===== config.mk =====
export PLATFORM = sky130hd
export DESIGN_NAME = fifo_wr_arbiter
export DESIGN_NICKNAME = d
export VERILOG_FILES = /design/src/rtl/fifo_wr_arbiter.sv
export SDC_FILE = /design/constraint.sdc
export NUM_CORES = 1
export LEC_CHECK = 0
export ABC_AREA = 1
export CORE_UTILIZATION = 40
export DETAILED_ROUTE_END_ITERATION = 8
export GPL_ROUTABILITY_DRIVEN = 0
export GPL_TIMING_DRIVEN = 1
export HOLD_SLACK_MARGIN = 0.12
export PLACE_DENSITY_LB_ADDON = 0.3
export SYNTH_ARGS = -nofsm -noshare
export SYNTH_HDL_FRONTEND = slang
export SYNTH_SLANG_ARGS = --single-unit

===== constraint.sdc =====
create_clock -name clk -period 3.7 [get_ports clk]
set_clock_uncertainty 0.15 [all_clocks]
set_input_delay 0.74 -clock clk [delete_from_list [all_inputs] [get_ports clk]]
set_output_delay 0.74 -clock clk [all_outputs]
set_load 0.05 [all_outputs]

===== src/rtl/fifo_wr_arbiter.sv =====
// fifo_wr_arbiter: round-robin arbiter sharing one FIFO write port between
// NumReq producers. A grant is held for a burst that ends on an EOP word or
// after MaxBurst accepted words.
// Optional build macro FIFO_WR_ARB_PKT_LOCK_EN: grants last for a whole
// packet (EOP only), and a sticky burst_over output flags packets longer
// than MaxBurst words.
module fifo_wr_arbiter #(
  parameter int unsigned NumReq   = 4,
  parameter int unsigned Width    = 9,
  parameter int unsigned MaxBurst = 8,
  localparam int unsigned GW      = $clog2(NumReq)
) (
  input  logic                    clk,
  input  logic                    srst,
  input  logic [NumReq-1:0]       req_valid,
  input  logic [NumReq*Width-1:0] req_data,
  output logic [NumReq-1:0]       req_ready,
  output logic [Width-1:0]        fifo_din,
  output logic                    fifo_wr_en,
  input  logic                    fifo_full,
  input  logic                    fifo_prog_full,
  output logic [GW-1:0]           grant_id,
  output logic                    busy
`ifdef FIFO_WR_ARB_PKT_LOCK_EN
  ,
  output logic                    burst_over
`endif
);

  localparam int unsigned CW = $clog2(MaxBurst + 1);

  typedef enum logic {
    IDLE,
    GRANT
  } state_t;

  state_t            state;
  state_t            state_nxt;
  logic [CW-1:0]     burst_cnt;
  logic [Width-1:0]  words [NumReq];
  logic [Width-1:0]  sel_word;
  logic              pick_found;
  logic [GW-1:0]     pick_idx;
  logic [GW-1:0]     cand_idx;
  int unsigned       cand;
  logic              start;
  logic              accept;
  logic              eop;
  logic              rel;

  // Split the flat producer bus into one word per producer.
  always_comb begin
    for (int unsigned i = 0; i < NumReq; i++) begin
      words[i] = req_data[i*Width +: Width];
    end
  end

  // Round-robin pick: scan from the producer after the last grant.
  // grant_id only changes when a new grant starts, so it already holds the
  // last granted index and doubles as the round-robin pointer.
  always_comb begin
    pick_found = 1'b0;
    pick_idx   = '0;
    cand       = 0;
    cand_idx   = '0;
    for (int unsigned k = 1; k <= NumReq; k++) begin
      cand     = (int'(grant_id) + k) % NumReq;
      cand_idx = GW'(cand);
      if (!pick_found && req_valid[cand_idx]) begin
        pick_found = 1'b1;
        pick_idx   = cand_idx;
      end
    end
  end

  assign sel_word = words[grant_id];
  assign accept   = (state == GRANT) && req_valid[grant_id] && !fifo_full;
  assign eop      = sel_word[Width-1];

`ifdef FIFO_WR_ARB_PKT_LOCK_EN
  assign rel = accept && eop;
`else
  assign rel = accept && (eop || (burst_cnt == CW'(MaxBurst - 1)));
`endif

  assign busy = (state == GRANT);

  // Next-state and FIFO/producer handshake outputs.
  always_comb begin
    state_nxt  = state;
    start      = 1'b0;
    req_ready  = '0;
    fifo_wr_en = 1'b0;
    fifo_din   = '0;
    case (state)
      IDLE: begin
        if (pick_found && !fifo_prog_full) begin
          start     = 1'b1;
          state_nxt = GRANT;
        end
      end
      GRANT: begin
        req_ready[grant_id] = !fifo_full;
        fifo_wr_en          = accept;
        if (accept) begin
          fifo_din = sel_word;
        end
        if (rel) begin
          state_nxt = IDLE;
        end
      end
      default: state_nxt = IDLE;
    endcase
  end

  // State, grant pointer and burst counter registers.
  always_ff @(posedge clk) begin
    if (srst) begin
      state     <= IDLE;
      grant_id  <= GW'(NumReq - 1);
      burst_cnt <= '0;
    end else begin
      state <= state_nxt;
      if (start) begin
        grant_id  <= pick_idx;
        burst_cnt <= '0;
      end else if (accept) begin
`ifdef FIFO_WR_ARB_PKT_LOCK_EN
        if (burst_cnt != CW'(MaxBurst)) begin
          burst_cnt <= burst_cnt + 1'b1;
        end
`else
        burst_cnt <= burst_cnt + 1'b1;
`endif
      end
    end
  end

`ifdef FIFO_WR_ARB_PKT_LOCK_EN
  // Sticky flag: a word accepted after MaxBurst words of the same packet.
  always_ff @(posedge clk) begin
    if (srst) begin
      burst_over <= 1'b0;
    end else if (accept && (burst_cnt == CW'(MaxBurst))) begin
      burst_over <= 1'b1;
    end
  end
`endif

endmodule


### Yosys cells after proc, flatten, opt, wreduce, memory -nomap -nowiden

Index checks and enable logic that the tools add are counted.

* register bits: 7
* bits of input ports: 44
* output and inout bits: 17
* logic and storage cells: 65

* add/subtract/negate cells: 5
* magnitude comparators: 7
* equal/unequal tests: 1
* mux-type cells: 31
* bitwise operators: 3
* reductions and logical operators: 15

Operators by type and width (count)
* two-way mux 9 bit: 4
* binary-select mux 9 bit (select 2 bit): 1
* < comparator 2 x 3 -> 1 bit, second input constant: 5
* two-way mux 1 bit: 14
* binary-select mux 1 bit (select 2 bit): 5
* logical AND 1 bit: 8
* two-way mux 2 bit: 4
* zero test 1 bit: 5
* adder 2 x 1 -> 2 bit, second input constant: 2
* adder 2 bit, second input constant: 2
* adder 4 x 1 -> 4 bit, second input constant: 1
* bitwise AND 4 bit: 1
* == test 4 x 3 -> 1 bit, second input constant: 1
* two-way mux 4 bit: 1
* >= comparator 3 bit, second input constant: 1
* NOT 2 -> 3 bit: 1
* demux 1 bit (select 2 bit): 1
* >= comparator 2 x 1 -> 1 bit, second input constant: 1
* case mux 1 bit (2 select lines): 1
* OR reduction 2 bit: 1
* logical OR 1 bit: 1
* NOT 1 bit: 1

### Logic depth before layout (Yosys ltp)

* depth in word-level cells: 17
* gate-level depth with buffers: 13
* mapped depth without buffers: 10

### Worst setup path after synthesis

Ideal clock, no wire load.

* path type: register -> output
* from: register grant_id[0]
* to: output port fifo_din[0]
* arrival: 2.309 ns
* path slack: 0.501 ns
* cell stages (with the launch flop): 9
* path buffers: 2
* cells stage by stage: dfxtp_1 -> buf_6 -> nand2_2 -> nand3_4 -> nand2_4 -> nor2_8 -> inv_4 -> buf_6 -> a21oi_1

* word-level cells in the longest chain between the ends: 6

RTL lines
* start, declared: RTL line 22 `output logic [GW-1:0] grant_id,`
* start signal, assigned: RTL line 120 `grant_id <= GW'(NumReq - 1);`
* start signal, assigned: RTL line 125 `grant_id <= pick_idx;`
* NOT 2 -> 3 bit (not written as such) or binary-select mux 1 bit (select 2 bit) (tied branches): RTL line 76, 77
* binary-select mux 9 bit (select 2 bit) or two-way mux 1 bit (tied branches): RTL line 76, 77
* two-way mux 9 bit (not written as such) or logical AND 1 bit (tied branches) (2 in a row): RTL line 76, 77
* two-way mux 9 bit *: RTL line 105 `if (accept) begin`
* two-way mux 9 bit *: RTL line 95 `case (state)`
* end, declared: RTL line 18 `output logic [Width-1:0] fifo_din,`

Every way passes the cells marked *; elsewhere a longest branch is shown, timed or not. The select of a mux whose other input is x is not followed.

### Final worst setup path

* from: input port fifo_full
* to: output port req_ready[1]

* word-level cells in the longest chain between the ends: 3

RTL lines
* start, declared: RTL line 20 `input logic fifo_full,`
* zero test 1 bit: RTL line 103 `req_ready[grant_id] = !fifo_full;`
* bitwise AND 4 bit (no line)
* two-way mux 4 bit: RTL line 95
* end, declared: RTL line 17 `output logic [NumReq-1:0] req_ready,`

Every way passes these cells.

==> results.tsv <==
stage	metric	value	unit
timing	finalSetupTns	0	ns
timing	hold_viol	0	
yosys	post_synth_mux_area_share	0	%
floorplan	rows	17	
timing	rsz0062_at_grt	false	
floorplan	initial_core_util	43.1	%
yosys	synthSimpleGateAreaFrac	47.2	%
grt	grtUsageTotal	24.5	%
cells_and_area	area_growth	71.9	%
timing	max_freq	0.310	GHz
cells_and_area	nets	280	
cells_and_area	antenna_cells	0	
clock_tree	clk_path_buf_depth	2	
yosys	netlist_area	972	um^2
clock_tree	clk_latency	0.25	ns
clock_tree	cts_resized	0	
yosys	synth_xor_area_share	2.70	%
worst_hold_path	min_to	busy$_SDFF_PP0_	
yosys	synth-seq-cells	7	
setup_path	rr_startpoint	grant_id[1]$_SDFFE_PP1P_	
route	drtPass1Iterations	4	
grt	overflow	0	
yosys	netlist_instances	173	
grt	grt_max_degree	27	
timing	worst_pin_slew	0.632	ns
floorplan	dieArea	0.00263	mm^2
setup_path	ff2ff_setup_slack	1.38	ns
route	postRouteAntennaNets	0	
route	routed_wl	3090	um
setup_path	critPathArrivalTime	2.33	ns
setup_path	cp_data_required_time	2.81	ns
worst_hold_path	whs_path_depth	2	
yosys	synth.distinct_cells	22	
setup_path	path_max_fanout	5	
cells_and_area	regArea	140	um^2
timing	setup_violations	0	
setup_path	crit_path_start_kind	primary input	
cells_and_area	drive_above_1_share	10.9	%
timing	period_share	87.1	%
grt	grt_pass1_wl	4910	um
pwr	ir_drop	0.327	mV
setup_path	end_kind	output port	
clock_tree	cts_num_sinks	7	
yosys	yosysSeqAreaShare	14.4	%
setup_path	reg2reg_to	grant_id[1]$_SDFFE_PP1P_	
yosys	synth_top_family_by_area	simple AND/OR/NAND/NOR gates	
placement	dp_hpwl	2480	um
yosys	synth_compound_area_share	15.4	%
floorplan	io_pins	61	
floorplan	fp.dieH	51.3	um
floorplan	coreArea	0.00225	mm^2
timing	relSlewSlack	57.8	%
worst_hold_path	holdCritStartpoint	busy$_SDFF_PP0_	
placement	numPortBuffers	60	
clock_tree	clk_pin_slew	0.05	ns
route	vias	1284	
job	cap_violations	0	
pwr	power_leakage	0.000724	uW
floorplan	die_x	51.3	um
timing	final_max_slew_viol_count	0	
yosys	syn_avg_cell_area	5.62	um^2
yosys	syn_nets	222	
route	drc	0	
cells_and_area	fillers	190	
timing	period_needed	3.22	ns
pwr	p_total	652	uW
clock_tree	cts_tree	yes	
outcome	run_status	completed	
worst_hold_path	hold_path_class	flop to flop	
route	viasPerCell	4.98	
cells_and_area	final_util	74.1	%
pwr	power_density	390	mW/mm^2
cells_and_area	multiInputGateArea	698	um^2
clock_tree	root_buffer	clkbuf_4	
yosys	yosys_warnings	0	
clock_tree	cts_made_buffers	3	
grt	antenna_found_initial	0	
clock_tree	htree_levels	1	
grt	grt_pass1_vias	1139	
route	drt-initial-drc-count	24	
setup_path	worstSetupPathType	primary input to output port	
setup_path	reg2reg_depth	9	
clock_tree	cts-hold-fix-buffers	0	
yosys	synthAdderAreaFrac	6.44	%
route	wire_per_inst	12.0	um
clock_tree	post_cts_buffers	0	
## worst max-delay path by stage
| stage | startpoint | to | depth (start not counted) |
|---|---|---|---|
| 5_1_grt | grant_id[1]$_SDFFE_PP1P_ | req_ready[0] | 5 |
| 2_1_floorplan | grant_id[0]$_SDFFE_PP1P_ | fifo_din[0] | 8 |
| 4_1_cts | fifo_full | req_ready[1] | 5 |
| 3_3_place_gp | fifo_full | req_ready[3] | 5 |
| 3_5_place_dp | fifo_full | req_ready[1] | 5 |
| 6_report | fifo_full | req_ready[1] | 5 |
## cell families after synthesis
kind of cell | after synthesis
adder cells (fa/ha/maj) | 5
AND/OR/NAND/NOR | 101
XOR/XNOR | 3
flip-flops | 7
buffers and inverters | 27
AO/OA/AOI/OAI | 30
## report_power, final
| group | internal (uW) | switching, uW |
|---|---|---|
| Sequential | 84.5 | 24.9 |
| Clock | 41.1 | 27.0 |
| Combinational | 186 | 289 |
## worst max-delay path: stages
cell and delay [ns]:
clkdlybuf4s50_1 0.40, nor2_1 0.10, inv_1 0.15, nor2_1 0.12
clkdlybuf4s50_1 0.82
## layout make-up
type | count | share of cell area [%]
clock buffer | 4 | 1.57
sequential | 7 | 8.38
inverter | 19 | 4.57
multi-input combinational | 139 | 41.8
tap | 28 | 2.10
timing repair buffer | 61 | 41.6
## flip-flops by register name, indices dropped and copies added (netlist names)
name       cells
burst_cnt      4
busy           1
grant_id       2
## cell usage after synthesis
cell type	number	area, um^2
nor2_1	48	180
nand4_1	2	12.5
o21ai_1	3	15.0
xor2_1	1	8.76
nand3_2	1	10.0
inv_1	16	60.1
inv_4	2	12.5
ha_1	5	62.6
nand3_4	1	17.5
dfxtp_1	7	140
xnor2_1	2	17.5
inv_2	1	3.75
buf_6	2	22.5
a21oi_1	10	50.1
nand3_1	13	65.1
o21ai_0	17	85.1
buf_2	4	20.0
nand2_1	30	113
nor2_8	1	20.0
buf_4	2	15.0
nand2_4	2	22.5
nand2_2	3	18.8
## per-layer routing
metal	global-route usage, %	vias to the layer above	routed length (um)
met5	0	-	0
met4	5.41	0	12
met3	4.17	4	214
met2	46.7	59	1610
met1	27.9	560	1250
li1	-	661	-
## metrics by stage
stage               instances  worst slack [ns]  hold slack (ns)  instance area, um^2
global placement          254             0.509            0.331                 1650
finish                    258             0.479            0.340                 1670
global route              258             0.364            0.377                 1670
CTS                       258             0.465            0.344                 1670
detailed placement        254             0.466            0.334                 1650
floorplan                 173             0.501            0.369                  972
## cells in the final DEF, fill, tap and decap left out, drive strengths merged
master / instances
clkdlybuf4s50: 50
nor2: 49
nand2: 35
o21ai: 20
inv: 19
nand3: 15
buf: 11
a21oi: 10
dfxtp: 7
ha: 5
clkbuf: 4
xnor2: 2
nand4: 2
xor2: 1
(Power assumes the default switching activity.)
